===== src/rtl/ro_meas_pkg.sv =====
// Shared types and default widths for the ring-oscillator frequency meter.
package ro_meas_pkg;

   localparam int unsigned CNT_W_DEF = 16;
   localparam int unsigned WIN_W_DEF = 16;

   typedef enum logic [1:0] {
      IDLE  = 2'd0,
      ARM   = 2'd1,
      COUNT = 2'd2,
      DONE  = 2'd3
   } state_e;

endpackage


===== src/rtl/ro_sync.sv =====
// Two-flop synchronizer for the asynchronous ring-oscillator output plus rising-edge detect.
module ro_sync (
   input  logic ck,
   input  logic nrst,
   input  logic ro,
   output logic rise
);

   logic meta_q;
   logic sync_q;
   logic prev_q;

   always_ff @(posedge ck or negedge nrst) begin
      if (!nrst) begin
         meta_q <= 1'b0;
         sync_q <= 1'b0;
         prev_q <= 1'b0;
      end else begin
         meta_q <= ro;
         sync_q <= meta_q;
         prev_q <= sync_q;
      end
   end

   assign rise = sync_q & ~prev_q;

endmodule


===== src/rtl/ro_meas.sv =====
// Ring-oscillator frequency meter: counts synchronized ro rising edges over a window of ck cycles.
module ro_meas
   import ro_meas_pkg::*;
#(
   parameter int unsigned CNT_W = CNT_W_DEF,
   parameter int unsigned WIN_W = WIN_W_DEF
) (
   input  logic             ck,
   input  logic             nrst,
   input  logic             ro,
   input  logic             start,
   input  logic             abort,
   input  logic [WIN_W-1:0] win,
   output logic             busy,
   output logic             done,
   output logic [CNT_W-1:0] cnt,
   output logic             ovf
);

   state_e           state_q, state_d;
   logic [WIN_W-1:0] win_q, win_d;
   logic [WIN_W-1:0] wcnt_q, wcnt_d;
   logic             arm_q, arm_d;
   logic [CNT_W-1:0] cnt_q, cnt_d;
   logic             ovf_q, ovf_d;
   logic             busy_q, busy_d;
   logic             done_q, done_d;
   logic             rise;

   ro_sync u_sync (
      .ck   (ck),
      .nrst (nrst),
      .ro   (ro),
      .rise (rise)
   );

   // Next-state and output decode; abort overrides everything, including start in IDLE.
   always_comb begin
      state_d = state_q;
      win_d   = win_q;
      wcnt_d  = wcnt_q;
      arm_d   = arm_q;
      cnt_d   = cnt_q;
      ovf_d   = ovf_q;
      if (abort) begin
         state_d = IDLE;
         win_d   = '0;
         wcnt_d  = '0;
         arm_d   = 1'b0;
      end else begin
         case (state_q)
            IDLE: begin
               if (start) begin
                  state_d = ARM;
                  win_d   = win;
                  cnt_d   = '0;
                  ovf_d   = 1'b0;
                  arm_d   = 1'b0;
               end
            end
            ARM: begin
               // arm_q marks the second of the two ARM cycles
               if (!arm_q) begin
                  arm_d = 1'b1;
               end else begin
                  arm_d = 1'b0;
                  if (win_q == '0) begin
                     state_d = DONE;
                  end else begin
                     state_d = COUNT;
                     wcnt_d  = win_q;
                  end
               end
            end
            COUNT: begin
               if (rise) begin
                  if (cnt_q == {CNT_W{1'b1}}) ovf_d = 1'b1;
                  else                        cnt_d = cnt_q + CNT_W'(1);
               end
               if (wcnt_q == WIN_W'(1)) begin
                  state_d = DONE;
                  wcnt_d  = '0;
               end else begin
                  wcnt_d  = wcnt_q - WIN_W'(1);
               end
            end
            DONE: begin
               state_d = IDLE;
            end
            default: state_d = IDLE;
         endcase
      end
      busy_d = (state_d == ARM) || (state_d == COUNT);
      done_d = (state_d == DONE);
   end

   always_ff @(posedge ck or negedge nrst) begin
      if (!nrst) begin
         state_q <= IDLE;
         win_q   <= '0;
         wcnt_q  <= '0;
         arm_q   <= 1'b0;
         cnt_q   <= '0;
         ovf_q   <= 1'b0;
         busy_q  <= 1'b0;
         done_q  <= 1'b0;
      end else begin
         state_q <= state_d;
         win_q   <= win_d;
         wcnt_q  <= wcnt_d;
         arm_q   <= arm_d;
         cnt_q   <= cnt_d;
         ovf_q   <= ovf_d;
         busy_q  <= busy_d;
         done_q  <= done_d;
      end
   end

   assign busy = busy_q;
   assign done = done_q;
   assign cnt  = cnt_q;
   assign ovf  = ovf_q;

endmodule

===== config.mk =====
export PLATFORM = sky130hd
export DESIGN_NAME = ro_meas
export DESIGN_NICKNAME = d
export VERILOG_FILES = /design/src/rtl/ro_meas_pkg.sv /design/src/rtl/ro_sync.sv /design/src/rtl/ro_meas.sv
export SDC_FILE = /design/constraint.sdc
export NUM_CORES = 1
export LEC_CHECK = 0
export CORE_AREA = 2 2 102 94
export DETAILED_ROUTE_END_ITERATION = 10
export DIE_AREA = 0 0 104 96
export HOLD_SLACK_MARGIN = 0.05
export PLACE_DENSITY = 0.67
export SLEW_MARGIN = 20
export SYNTH_ARGS = -nofsm -noshare
export SYNTH_HDL_FRONTEND = slang
export SYNTH_HIERARCHICAL = 1
export SYNTH_SLANG_ARGS = --single-unit

===== constraint.sdc =====
create_clock -name ck -period 1.9 [get_ports ck]
set_input_delay 0.285 -clock ck [delete_from_list [all_inputs] [get_ports ck]]
set_output_delay 0.285 -clock ck [all_outputs]
set_load 0.005 [all_outputs]

==> results.cfg, run 1 <==
[clock_network]
clock_tree.root_cell = sky130_fd_sc_hd__clkbuf_8
clk_transition_reported_paths_ns = 0.07
max-clock-path-buffers = 2
cts_htree_levels = 3
numCtsBuffers = 9
worst_skew_pair.late_latency_ns = 0.34
clock_sink_count = 57
cts_tree = yes

[cells_and_area]
nNetsFinal = 449
post_route_cells_drive_above_1_share_pct = 36.83
num-fill-cells = 801
final_design_area_no_fill_mm2 = 0.004695
final_core_util_pct = 52.64
num_antenna_cells = 0
flow.area_growth_from_synthesis_pct = 53.27

[floorplanning]
chipHeight_um = 96
initial_utilization_pct = 34.34
floorplan.die_area_mm2 = 0.009984
dieWidth_um = 104
core-area_mm2 = 0.008919
num_rows = 33
design.portCount = 40

[critical_path]
critical_path.reg2reg.startpoint = u_sync/prev_q
worst_r2r_endpoint = cnt[12]
timing.reg2reg.worst_path_depth = 5
critical_path.slowest_cell = sky130_fd_sc_hd__or4b_4
crit_path_start_kind = register
path_depth = 5
crit_start = u_sync/prev_q
crit_path_cell_trace = nor2b_4, or3b_4, or4b_4, or4_4, a21oi_2
critPathTopFamily = simple AND/OR/NAND/NOR gates
setup.worst_path.class = register to register
endpoint_kind = register
reg2reg_slack_ns = -0.14
worstPathMaxFanout = 5
crit_path_max_incr_delay_ns = 0.52
cp.required_ns = 2.17
critPathArrivalTime_ns = 2.31
worst_path_buffer_plus_inverter_count = 0

[synthesis]
ys_top_cells_by_count = 57 x sky130_fd_sc_hd__dfrtp_1, 16 x sky130_fd_sc_hd__a22o_1, 16 x sky130_fd_sc_hd__nor4_1
postSynthAreaPerCell_um2 = 10.21
synth.lib_cells_used.distinct = 57
synth_top_area_share_pct = 46.57
synth.largest_area_cell = sky130_fd_sc_hd__dfrtp_1
warnings_from_yosys = 6
postSynthNetCount = 325
synthCells = 300
post_synth_main_area_contributors = sky130_fd_sc_hd__dfrtp_1 47%, sky130_fd_sc_hd__a22o_1 4.6%, sky130_fd_sc_hd__nor4_1 3.3%, sky130_fd_sc_hd__or4_1 2.9%, sky130_fd_sc_hd__o31ai_1 2.7%
yosys.cell_count.top_type = sky130_fd_sc_hd__dfrtp_1
synth-edff-count = 0
synth-seq-cells = 57
async_reset_ff_share_pct = 100.0
synth_flop_cell = sky130_fd_sc_hd__dfrtp_1
synth_area_mm2 = 0.003063
synth_seq_area_share_pct = 46.57

[power_and_ir_drop]
power.share.switching_pct = 27.98
p_per_area_mw_per_mm2 = 653.5
internal_power_w = 0.002209
seq_power_share_pct = 42.4
final_power_w = 0.003068
p_leak_nw = 2.011
max_rail_drop_vdd_uv = 364.3
power_switching_w = 0.0008583
clockPowerShare_pct = 36.4
combPwrFrac_pct = 21.2

[routing]
vias_per_cell = 5.564
detailedRoute.firstPassIterationCount = 4
detail_route.wirelength_um = 9036
postRouteAntennaNets = 0
route.detailed.drc = 0
vias = 3066
initialDrtViolationCount = 124
post_drt_wl_per_cell_um = 16.40

[global_routing]
grt_antenna_before_repair = 0
total_grt_usage_pct = 18.96
grt_pass1_wl_um = 15060
first_global_vias = 3084
global_route.overflow_total = 0
maximum_number_of_pins_on_one_net_before_global_route_repair = 58

[sta]
worstMarginPinSlew_ns = 0.3917
worst_slew_margin_rel_pct = 73.64
fin_worst_hold_slack_ns = 0.3552
finalMaxSlewViolations = 0
period_share_pct = 107.5
finalSetupViolations = 5
final-hold-violation-count = 0
skew_ns = 0.008209
grt_setup_unrepaired = true
fin_crit_ns = 2.043
achievable-frequency_ghz = 0.4894
finalWorstSetupSlack_ns = -0.1433

[outcome]
run_status = finished, violations left
failed_checks = setup timing

[worst_hold_path]
holdPathStages = 0
timing.hold.worst_endpoint = u_sync/sync_q
min_delay_path_class = register to register
min-delay-start = u_sync/meta_q

[place]
placement.cell_area_mm2 = 0.004197
dp_hpwl_um = 6327
portBuffers = 39
gp_congestion = 0.8411

[job]
max-cap-violations = 0
[layout make-up]
| type | count | area (um2) | area share, % |
|---|---|---|---|
| Clock inverter | 7 | 71.32 | 1.519 |
| Sequential cell | 57 | 1428 | 30.41 |
| Timing Repair Buffer | 132 | 1134 | 24.15 |
| Inverter | 7 | 26.28 | 0.5597 |
| Tap cell | 122 | 152.6 | 3.252 |
| Clock buffer | 9 | 123.9 | 2.639 |
| Multi-Input combinational cell | 217 | 1759 | 37.47 |
[power groups by stage]
stage               Clock (W)  Sequential [W]  Combinational [W]
detailed placement          0         0.00131           0.000569
global route          0.00121         0.00131           0.000705
floorplan                   0         0.00132           0.000273
global placement            0         0.00131           0.000562
CTS                   0.00115         0.00129           0.000603
finish                0.00112         0.00130           0.000650
[flip-flops by register name, summed over array words and instances (netlist names), 2 cells and up]
register,flops
cnt,16
state_q,2
wcnt_q,16
win_q,16
[through the flow]
stage	TNS (ns)	cells	setup WS, ns
6_report	-0.5297	551	-0.1433
3_5_place_dp	-4.888	524	-0.4075
4_1_cts	-0.5236	545	-0.1436
3_3_place_gp	-4.539	524	-0.3821
2_1_floorplan	-0.2586	300	-0.04861
5_1_grt	-1.085	551	-0.2174
[cells by family after synthesis]
family / synth area share (%)
buffers and inverters: 3.472
muxes: 2.696
DFF: 46.57
xor gates and xnor gates: 0.8580
AOI/OAI and AO/OA: 21.28
adders and majority gates: 1.634
and+or+nand+nor: 23.49
[per-layer routing]
metal | track usage, % | wire [um]
met4 | 9.572 | 212
met1 | 25.00 | 4151
met3 | 3.318 | 295
met2 | 30.43 | 4377
met5 | 0 | 0
[how the worst max path moves through the flow]
stage                      end
floorplan           wcnt_q[13]
global placement       cnt[11]
finish                 cnt[12]
detailed placement     cnt[10]
CTS                    cnt[10]
global route           cnt[14]
[timing repair]
item | in CTS | in global routing
pin swaps | 5 | 11
gates cloned | 1 | 0
endpoints found under the hold margin | 57 | 0
setup buffers | 3 | 7
setup endpoints to repair | 18 | 23
hold buffers | 1 | 0
resized for setup | 14 | 30
[cells in the final DEF (no fill, tap or decap), types with 7 or more instances in the layout]
| cell type | netlist | final |
|---|---|---|
| sky130_fd_sc_hd__clkbuf_8 | 0 | 9 |
| sky130_fd_sc_hd__nand2_1 | 14 | 14 |
| sky130_fd_sc_hd__and3_1 | 7 | 7 |
| sky130_fd_sc_hd__buf_4 | 0 | 84 |
| sky130_fd_sc_hd__nand3_1 | 10 | 10 |
| sky130_fd_sc_hd__clkdlybuf4s50_1 | 0 | 38 |
| sky130_fd_sc_hd__a22o_1 | 16 | 16 |
| sky130_fd_sc_hd__dfrtp_1 | 57 | 56 |
| sky130_fd_sc_hd__a21oi_1 | 15 | 11 |
| sky130_fd_sc_hd__o31ai_1 | 11 | 9 |
| sky130_fd_sc_hd__nand4_1 | 9 | 9 |
| sky130_fd_sc_hd__nor2_1 | 13 | 12 |
| sky130_fd_sc_hd__nor4_1 | 16 | 7 |
| sky130_fd_sc_hd__or4_1 | 12 | 7 |
Power figures use the tool's default switching activity.
==> inputs of run 2 (changes only) <==
--- a/config.mk
+++ b/config.mk
@@ -10,6 +10,7 @@
 export DIE_AREA = 0 0 104 96
 export HOLD_SLACK_MARGIN = 0.05
 export PLACE_DENSITY = 0.67
+export RECOVER_POWER = 25
 export SLEW_MARGIN = 20
 export SYNTH_ARGS = -nofsm -noshare
 export SYNTH_HDL_FRONTEND = slang
==> results.cfg, run 2 (synthesis gave the netlist of run 1 again) <==
[sta]
worst_slew_margin_rel_pct = 46.95
period_share_pct = 107.6
final-hold-violation-count = 0
worstMarginPinSlew_ns = 0.7957
fin_crit_ns = 2.044
finalMaxSlewViolations = 0
finalWorstSetupSlack_ns = -0.1435
final.setup.tns_ns = -0.5306
grt_setup_unrepaired = true
achievable-frequency_ghz = 0.4894
skew_ns = 0.008203
finalSetupViolations = 5

[place]
dp_hpwl_um = 6327
gp_congestion = 0.8411
placed_cells_incl_taps = 524
portBuffers = 39

[critical_path]
endpoint_kind = register
worst_r2r_endpoint = cnt[12]
cp.required_ns = 2.17
timing.reg2reg.worst_path_depth = 5
reg2reg_slack_ns = -0.14
crit_path_start_kind = register
critPathArrivalTime_ns = 2.31
setup.worst_path.class = register to register
worstPathMaxFanout = 5
critical_path.reg2reg.startpoint = u_sync/prev_q

[routing]
vias_per_cell = 5.557
detailedRoute.firstPassIterationCount = 4
met2RoutedLength_um = 4371
met3_length_um = 296
route.detailed.drc = 0
maxUsedRoutingLayer = met4
initialDrtViolationCount = 124
vias = 3062
detail_route.wirelength_um = 9056
post_drt_wl_per_cell_um = 16.44
met1Wirelength_um = 4176
postRouteAntennaNets = 0

[cells_and_area]
mostFrequentLayoutCell = sky130_fd_sc_hd__buf_4
flow.area_growth_from_synthesis_pct = 52.86
post_route_cells_drive_above_1_share_pct = 36.83
commonest_non_fill_non_tap_cells_in_the_layout = 84 x sky130_fd_sc_hd__buf_4, 56 x sky130_fd_sc_hd__dfrtp_1, 37 x sky130_fd_sc_hd__clkdlybuf4s50_1
nNetsFinal = 449
final_cells = 551
num_antenna_cells = 0
num-fill-cells = 803

[clock_network]
clock_sink_count = 57
clk_transition_reported_paths_ns = 0.07
numCtsBuffers = 9
cts_tree = yes
max-clock-path-buffers = 2
worst_skew_pair.late_latency_ns = 0.34
cts_htree_levels = 3
clock_tree.root_cell = sky130_fd_sc_hd__clkbuf_8

[global_routing]
grt_antenna_before_repair = 0
first_global_vias = 3084
maximum_number_of_pins_on_one_net_before_global_route_repair = 58
grt_pass1_wl_um = 15060
global_route.overflow_total = 0
total_grt_usage_pct = 18.96

[floorplanning]
num_rows = 33
core-area_mm2 = 0.008919
dieWidth_um = 104
floorplan.die_area_mm2 = 0.009984
design.portCount = 40
chipHeight_um = 96
initial_utilization_pct = 34.34

[worst_hold_path]
min-delay-start = u_sync/meta_q
min_delay_path_class = register to register
timing.hold.worst_endpoint = u_sync/sync_q
holdPathStages = 0

[outcome]
run_status = finished, violations left
failed_checks = setup timing

[power_and_ir_drop]
max_rail_drop_vdd_uv = 364.3
p_per_area_mw_per_mm2 = 654.4
p_leak_nw = 2.006

[job]
max-cap-violations = 0
==> run 2: per-stage QoR <==
stage	util, %	worst slack [ns]	hold WS, ns	instance area, um2	total power (W)
after global routing	52.50	-0.2174	0.3829	4682	0.003222
after detailed placement	47.05	-0.4075	0.3205	4197	0.001883
after CTS	50.43	-0.1436	0.3622	4498	0.003043
final	52.50	-0.1435	0.3552	4682	0.003064
after global placement	47.05	-0.3821	0.3109	4197	0.001875
after floorplan	-	-0.04861	-0.01059	3094	0.001589
==> run 2: critical path, stage by stage (launching register included) <==
cell and delay (ns):
sky130_fd_sc_hd__dfrtp_1 0.39, sky130_fd_sc_hd__nor2b_4 0.11, sky130_fd_sc_hd__or3b_4 0.40, sky130_fd_sc_hd__or4b_4 0.52
sky130_fd_sc_hd__or4_4 0.43, sky130_fd_sc_hd__a21oi_2 0.12
==> run 2: metal layers <==
metal  global-route usage [%]  vias up
li1                         -     1449
met1                    25.00     1530
met2                    30.43       67
met3                    3.318       16
met4                    9.572        0
met5                        0        -
==> run 2: timing repair <==
| action | 4_1_cts | 5_1_grt |
|---|---|---|
| cloned | 1 | 0 |
| pin swaps | 5 | 11 |
| hold endpoints to repair | 57 | 0 |
| setup buffers | 3 | 7 |
| endpoints found under the setup margin | 18 | 23 |
| hold buffers | 1 | 0 |
| gates resized for setup | 14 | 30 |
==> run 2: how the worst max path moves through the flow <==
stage | start | endpoint | cells after the start
floorplan | wcnt_q[9] | wcnt_q[13] | 5
global placement | abort | cnt[11] | 5
detailed placement | abort | cnt[10] | 5
CTS | u_sync/sync_q | cnt[10] | 5
global route | u_sync/sync_q | cnt[14] | 5
finish | u_sync/prev_q | cnt[12] | 5
==> run 2: power by group <==
| part | switching (W) | internal, W | total, W |
|---|---|---|---|
| Clock | 0.000515 | 0.000601 | 0.00112 |
| Sequential | 0.0000413 | 0.00126 | 0.00130 |
| Combinational | 0.000302 | 0.000344 | 0.000646 |
| Total | 0.000858 | 0.00221 | 0.00306 |
==> run 2: layout make-up <==
type	count	area, um2	area share, %
Timing Repair Buffer	132	1121	23.94
Multi-Input combinational cell	217	1759	37.57
Sequential cell	57	1428	30.49
Clock buffer	9	123.9	2.646
Tap cell	122	152.6	3.260
Clock inverter	7	71.32	1.523
Inverter	7	26.28	0.5612
==> inputs of run 3 (changes only) <==
--- a/config.mk
+++ b/config.mk
@@ -8,7 +8,6 @@
 export CORE_AREA = 2 2 102 94
 export DETAILED_ROUTE_END_ITERATION = 10
 export DIE_AREA = 0 0 104 96
-export HOLD_SLACK_MARGIN = 0.05
 export PLACE_DENSITY = 0.67
 export RECOVER_POWER = 25
 export SLEW_MARGIN = 20
==> results of run 3 <==
No change in the layout: final DEF, timing and power equal those of run 2.
